File: src/rtl/branch_predictor_if.sv
// Predictor <-> pipeline bundle: ID lookup inputs, MEM resolve inputs, prediction/recovery outputs.
// master = pipeline/decoder side; slave = branch_predictor.
interface branch_predictor_if;
    logic        stall;
    logic        flush;
    logic [31:0] pc_id;
    logic [31:0] imm_id;
    logic        branch_early;
    logic        jump_early;
    logic        branch_resolved;
    logic        actual_taken;
    logic        predict_taken_id;
    logic [31:0] predict_target_id;
    logic        jump_taken;
    logic        mispredict_nt;
    logic [31:0] recover_pc;
    logic [31:0] branch_count;
    logic [31:0] mispredict_count;

    modport master (
        output stall, flush, pc_id, imm_id, branch_early, jump_early,
               branch_resolved, actual_taken,
        input  predict_taken_id, predict_target_id, jump_taken, mispredict_nt,
               recover_pc, branch_count, mispredict_count
    );

    modport slave (
        input  stall, flush, pc_id, imm_id, branch_early, jump_early,
               branch_resolved, actual_taken,
        output predict_taken_id, predict_target_id, jump_taken, mispredict_nt,
               recover_pc, branch_count, mispredict_count
    );
endinterface

File: src/rtl/branch_predictor.sv
// 2-bit saturating-counter predictor: zero-latency ID lookup, prediction tracked through EX/MEM (2 unstalled edges).
// No backpressure of its own: stall inserts an EX bubble, flush squashes EX/MEM tracking, training is never gated.
module branch_predictor #(
    parameter int         INDEX_BITS = 6,
    parameter logic [1:0] INIT_STATE = 2'b01
) (
    input  logic            i_clk,
    input  logic            i_rst,
    branch_predictor_if.slave bp
);
    localparam int ENTRIES = 1 << INDEX_BITS;

    typedef struct packed {
        logic                  vld;
        logic                  is_br;
        logic                  pred;
        logic [INDEX_BITS-1:0] idx;
        logic [31:0]           pc;
    } slot_t;

    logic [1:0]            r_table [ENTRIES];
    slot_t                 r_ex;
    slot_t                 r_mem;
    logic [31:0]           r_branch_count;
    logic [31:0]           r_mispredict_count;

    logic [INDEX_BITS-1:0] w_idx_id;
    logic                  w_pred_id;
    slot_t                 w_id_slot;
    logic                  w_train;
    logic                  w_wrong;
    logic [1:0]            w_cur_ctr;

    assign w_idx_id  = bp.pc_id[INDEX_BITS+1:2];
    // JALR never asserts jump_early, so its unknown target is never predicted.
    assign w_pred_id = bp.jump_early | (bp.branch_early & r_table[w_idx_id][1]);
    assign w_id_slot = '{vld:   bp.branch_early | bp.jump_early,
                         is_br: bp.branch_early,
                         pred:  w_pred_id,
                         idx:   w_idx_id,
                         pc:    bp.pc_id};

    assign w_train   = bp.branch_resolved & r_mem.vld & r_mem.is_br;
    assign w_wrong   = r_mem.pred != bp.actual_taken;
    assign w_cur_ctr = r_table[r_mem.idx];

    assign bp.predict_taken_id  = w_pred_id;
    assign bp.predict_target_id = bp.pc_id + bp.imm_id;
    assign bp.jump_taken        = r_mem.vld & r_mem.pred;
    assign bp.mispredict_nt     = w_train & r_mem.pred & ~bp.actual_taken;
    assign bp.recover_pc        = r_mem.pc + 32'd4;
    assign bp.branch_count      = r_branch_count;
    assign bp.mispredict_count  = r_mispredict_count;

    always_ff @(posedge i_clk) begin
        if (i_rst) begin
            r_ex  <= '0;
            r_mem <= '0;
        end else if (bp.flush) begin
            r_ex  <= '0;
            r_mem <= '0;
        end else if (bp.stall) begin
            r_ex  <= '0;
            r_mem <= r_ex;
        end else begin
            r_ex  <= w_id_slot;
            r_mem <= r_ex;
        end
    end

    // No bypass: an ID lookup of the index being trained this cycle sees the old counter.
    always_ff @(posedge i_clk) begin
        if (i_rst) begin
            for (int i = 0; i < ENTRIES; i++) begin
                r_table[i] <= INIT_STATE;
            end
        end else if (w_train) begin
            if (bp.actual_taken) begin
                if (w_cur_ctr != 2'b11) begin
                    r_table[r_mem.idx] <= w_cur_ctr + 2'd1;
                end
            end else if (w_cur_ctr != 2'b00) begin
                r_table[r_mem.idx] <= w_cur_ctr - 2'd1;
            end
        end
    end

    always_ff @(posedge i_clk) begin
        if (i_rst) begin
            r_branch_count     <= '0;
            r_mispredict_count <= '0;
        end else if (w_train) begin
            r_branch_count <= r_branch_count + 32'd1;
            if (w_wrong) begin
                r_mispredict_count <= r_mispredict_count + 32'd1;
            end
        end
    end
endmodule

File: src/flat_wrapper.sv
// flat-port wrapper written by rule: the top's interface ports become plain ports
module branch_predictor_flat 
#(
    parameter int         INDEX_BITS = 6,
    parameter logic [1:0] INIT_STATE = 2'b01
)
  (i_clk, i_rst, bp_stall, bp_flush, bp_pc_id, bp_imm_id, bp_branch_early, bp_jump_early, bp_branch_resolved, bp_actual_taken, bp_predict_taken_id, bp_predict_target_id, bp_jump_taken, bp_mispredict_nt, bp_recover_pc, bp_branch_count, bp_mispredict_count);
  branch_predictor_if bp_i ();
  input  logic i_clk;
  input  logic i_rst;
  input wire logic [$bits(bp_i.stall)-1:0] bp_stall;
  input wire logic [$bits(bp_i.flush)-1:0] bp_flush;
  input wire logic [$bits(bp_i.pc_id)-1:0] bp_pc_id;
  input wire logic [$bits(bp_i.imm_id)-1:0] bp_imm_id;
  input wire logic [$bits(bp_i.branch_early)-1:0] bp_branch_early;
  input wire logic [$bits(bp_i.jump_early)-1:0] bp_jump_early;
  input wire logic [$bits(bp_i.branch_resolved)-1:0] bp_branch_resolved;
  input wire logic [$bits(bp_i.actual_taken)-1:0] bp_actual_taken;
  output wire logic [$bits(bp_i.predict_taken_id)-1:0] bp_predict_taken_id;
  output wire logic [$bits(bp_i.predict_target_id)-1:0] bp_predict_target_id;
  output wire logic [$bits(bp_i.jump_taken)-1:0] bp_jump_taken;
  output wire logic [$bits(bp_i.mispredict_nt)-1:0] bp_mispredict_nt;
  output wire logic [$bits(bp_i.recover_pc)-1:0] bp_recover_pc;
  output wire logic [$bits(bp_i.branch_count)-1:0] bp_branch_count;
  output wire logic [$bits(bp_i.mispredict_count)-1:0] bp_mispredict_count;
  assign bp_i.stall = bp_stall;
  assign bp_i.flush = bp_flush;
  assign bp_i.pc_id = bp_pc_id;
  assign bp_i.imm_id = bp_imm_id;
  assign bp_i.branch_early = bp_branch_early;
  assign bp_i.jump_early = bp_jump_early;
  assign bp_i.branch_resolved = bp_branch_resolved;
  assign bp_i.actual_taken = bp_actual_taken;
  assign bp_predict_taken_id = bp_i.predict_taken_id;
  assign bp_predict_target_id = bp_i.predict_target_id;
  assign bp_jump_taken = bp_i.jump_taken;
  assign bp_mispredict_nt = bp_i.mispredict_nt;
  assign bp_recover_pc = bp_i.recover_pc;
  assign bp_branch_count = bp_i.branch_count;
  assign bp_mispredict_count = bp_i.mispredict_count;
  branch_predictor #(.INDEX_BITS(INDEX_BITS), .INIT_STATE(INIT_STATE)) u_core (.i_clk(i_clk), .i_rst(i_rst), .bp(bp_i));
endmodule
File: config.mk
export PLATFORM = sky130hd
export DESIGN_NAME = branch_predictor_flat
export DESIGN_NICKNAME = d
export VERILOG_FILES = /design/src/rtl/branch_predictor_if.sv /design/src/rtl/branch_predictor.sv /design/src/flat_wrapper.sv
export SDC_FILE = /design/constraint.sdc
export NUM_CORES = 1
export LEC_CHECK = 0
export CAP_MARGIN = 20
export CORE_MARGIN = 2
export CORE_UTILIZATION = 55
export CTS_BUF_LIST = sky130_fd_sc_hd__clkbuf_4 sky130_fd_sc_hd__clkbuf_8
export CTS_CLUSTER_SIZE = 24
export DETAILED_ROUTE_END_ITERATION = 8
export PLACE_DENSITY_LB_ADDON = 0.3
export SETUP_SLACK_MARGIN = 0.5
export SLEW_MARGIN = 20
export SYNTH_ARGS = -nofsm -noshare
export SYNTH_HDL_FRONTEND = slang
export SYNTH_SLANG_ARGS = --single-unit
File: constraint.sdc
create_clock -name i_clk -period 6.93 [get_ports i_clk]
set_input_delay 1.7325 -clock i_clk [delete_from_list [all_inputs] [get_ports i_clk]]
set_output_delay 1.7325 -clock i_clk [all_outputs]
set_load 0.03 [all_outputs]
==> summary.md <==
| Metric | Value |
|---|---|
| Status | `completed` |
| Crit-path max FO | `6` |
| Ports | `203` |
| Synth Net Count | `1,448` |
| Endpoint class of the critical path | `primary output` |
| Pleak | `6.29 nW` |
| Yosys cell types | `74` |
| Core Rows | `58` |
| Net count, final | `1,640` |
| Via count | `11,328` |
| Synth Flop Type | `dfxtp_1` |
| Max stage delay cell, worst path | `or4b_2` |
| Starting density of the core | `56.0%` |
| Max_cap viols | `0` |
| Worst skew pair latency | `0.56 ns` |
| DR pass1 iterations | `5` |
| Yosys reg bits | `262` |
| ANT cells | `0` |
| Largest net degree at the start of global routing | `94` |
| CTS tree | `built` |
| Worst Tran Pin Value | `1.12 ns` |
| Startpoint types | `input port` |
| Layout filler cell count | `1,842` |
| Worst EP arrival | `4.63 ns` |
| Clock skew | `0.0287 ns` |
| Layout cells sized above 1 | `17.0%` |
| Global-route wire length before repair | `57,600 um` |
| Commonest non-fill, non-tap cell in the layout | `clkdlybuf4s50_1` |
| Final instance area | `17,400 um2` |
| Vias in the first global route | `11,254` |
| Power Dens Cells | `207 nW/um2` |
| Min-Delay Path Class | `flip-flop to flip-flop` |
| Port Buffers | `202` |
| Cells after synthesis | `1,341` |
| Initial antenna violation count | `0` |
| CP cell instances | `clkdlybuf4s50_1 -> ha_4 -> a21o_1 -> a21o_1 -> a211oi_2 -> o31ai_2 -> and4_4 -> o2111ai_4 -> a21oi_2 -> or4b_2 -> nand3_2 -> buf_6` |
| DIE WIDTH | `164 um` |
| Final worst path period share | `91.7%` |
| CTS root buf | `clkbuf_8` |
| Pins over their slew limit | `0` |
| Slew headroom | `23.3%` |
| RSZ-0062 raised after global routing | `yes` |
| Dpl hpwl | `25,200 um` |
| Synthesis warning total | `0` |
| H-Tree Depth | `2` |
| CP Class | `input port to primary output` |
| Drc violations | `0` |
| Avg Cell Area, Syn | `10.5 um2` |
| Die H | `164 um` |
| Remaining Overflow, GRT | `0` |
| CP dominant cell by count | `a21o_1` |
| Total Power | `0.00359 W` |
| Drt via density | `5.97` |
| Aggregate global-route resource usage | `27.2%` |
| Finish-stage setup viols | `0` |
| Number of synthesized flops with an enable pin | `128` |
| Post-route antenna net violation count | `0` |
| Most frequent cells in the layout | `clkdlybuf4s50_1 (174), nand2_1 (142), dfxtp_1 (132), edfxtp_1 (128), nor2_1 (109)` |
| CP required | `5.20 ns` |
| Routability cong. | `0.925` |
| Core ar. | `25,200 um2` |
| Post-DP Area | `16,200 um2` |
| Die Area | `26,900 um2` |
| Final Hold Vio Count | `0` |
| Initial DRC count | `1,129` |
| Number of CTS-inserted buffers | `43` |
| Fmax | `157 MHz` |
| CTS sink count | `262` |
| Worst-path clk slew | `0.06 ns` |
| Syn Std Cell Area | `14,100 um2` |
| Area growth from synthesis to final layout | `23.1%` |
| Wirelength, routed | `37,200 um` |
| Avg WL per Cell | `19.6 um` |
| Post-synth ARST share | `0%` |
| Max Root-Sink Buffers | `3` |
| Seq/Total Area, Yosys | `46.3%` |
| Max incr delay on CP | `0.64 ns` |
| Min Tclk post-route | `6.36 ns` |
| VDD IR max | `0.000133 V` |
## area by class of cell
cell class	count	area, um2	area share, %
inverters	12	45.0	0.259
repair buffers	235	2250	13.0
multi-input cells	979	7220	41.6
well taps	330	413	2.38
clock buffers	69	831	4.78
flip-flops and latches	262	6530	37.6
clock inverters	11	77.6	0.447
## timing repair
item | 4_1_cts | 5_1_grt
buffers inserted | 5 | 1
gates cloned | 0 | 0
setup endpoints to repair | 13 | 9
pin swaps | 10 | 10
hold buffers | 0 | 0
resized for setup | 28 | 19
## kinds of logic after synthesis
logic type               synth area share, %
AO/OA/AOI/OAI                           11.1
XOR/XNOR                                6.33
adder cells (fa/ha/maj)                 3.16
buffers and inverters                   3.95
flip-flops                              46.3
multiplexers                            7.56
AND/OR/NAND/NOR                         21.6
## registers in the layout (all words and copies together) (netlist names)
signal / cells
u_core.bp.branch_count: 32
u_core.bp.mispredict_count: 32
u_core.r_ex: 35
u_core.r_mem: 35
u_core.r_table: 128
## critical path, delay by kind of cell
| family | cells | cell delay (ns) |
|---|---|---|
| AOI/OAI and AO/OA | 6 | 1.04 |
| adders and majority gates | 1 | 0.23 |
| buffers and inverters | 2 | 0.64 |
| and+or+nand+nor | 3 | 0.96 |
## where the power goes
group | switching, W | internal [W]
combinational | 0.000298 | 0.000233
clock | 0.000605 | 0.000798
sequential | 0.0000124 | 0.00164
## Yosys cell counts, drive strengths merged, types with 8 or more instances
master	instances	area, um2
a22oi	8	60.1
mux4	36	811
mux2	11	135
ha	34	425
nor2b	13	81.3
edfxtp	128	3840
nor3	69	551
and2	76	478
mux2i	12	120
dfxtp	134	2680
a31oi	9	62.6
nand2	142	533
xor2	54	473
xnor2	48	420
or2	9	56.3
nor2	118	495
or3	19	119
buf	50	369
o21ai	34	170
a21oi	39	195
inv	12	45.0
a21o	78	586
nand4	17	106
clkbuf	38	143
nand3	43	215
and3	18	113
## path summary, 6_finish.rpt
check                  start                        to  slack, ns  depth (start not counted)
max            bp_imm_id[10]  bp_predict_target_id[27]       0.57                         12
min           u_core.r_ex[7]           u_core.r_mem[7]       0.42                          1
max reg2reg  u_core.r_mem[2]      u_core.r_table[5][0]       1.73                         10
min reg2reg   u_core.r_ex[7]           u_core.r_mem[7]       0.42                          1
## routing by layer
metal	vias to the layer above	share of wire [%]	GRT usage, %
li1	5213	-	-
met1	5339	39	34.2
met2	651	47	44.7
met3	125	9.8	6.79
met4	0	4.5	11.9
met5	-	0	0
## per-stage QoR
stage | util, % | instances | setup slack [ns] | setup TNS (ns) | hold slack, ns
after floorplan | - | 1341 | 0.512 | 0 | 0.406
after detailed placement | 64.4 | 1812 | -0.167 | -0.210 | 0.410
after global routing | 69.0 | 1898 | 0.457 | 0 | 0.417
after global placement | 64.4 | 1812 | -0.0199 | -0.0199 | 0.407
after CTS | 68.6 | 1897 | 0.466 | 0 | 0.409
final | 69.0 | 1898 | 0.572 | 0 | 0.418
No activity file was read; power rests on OpenSTA's default activity.
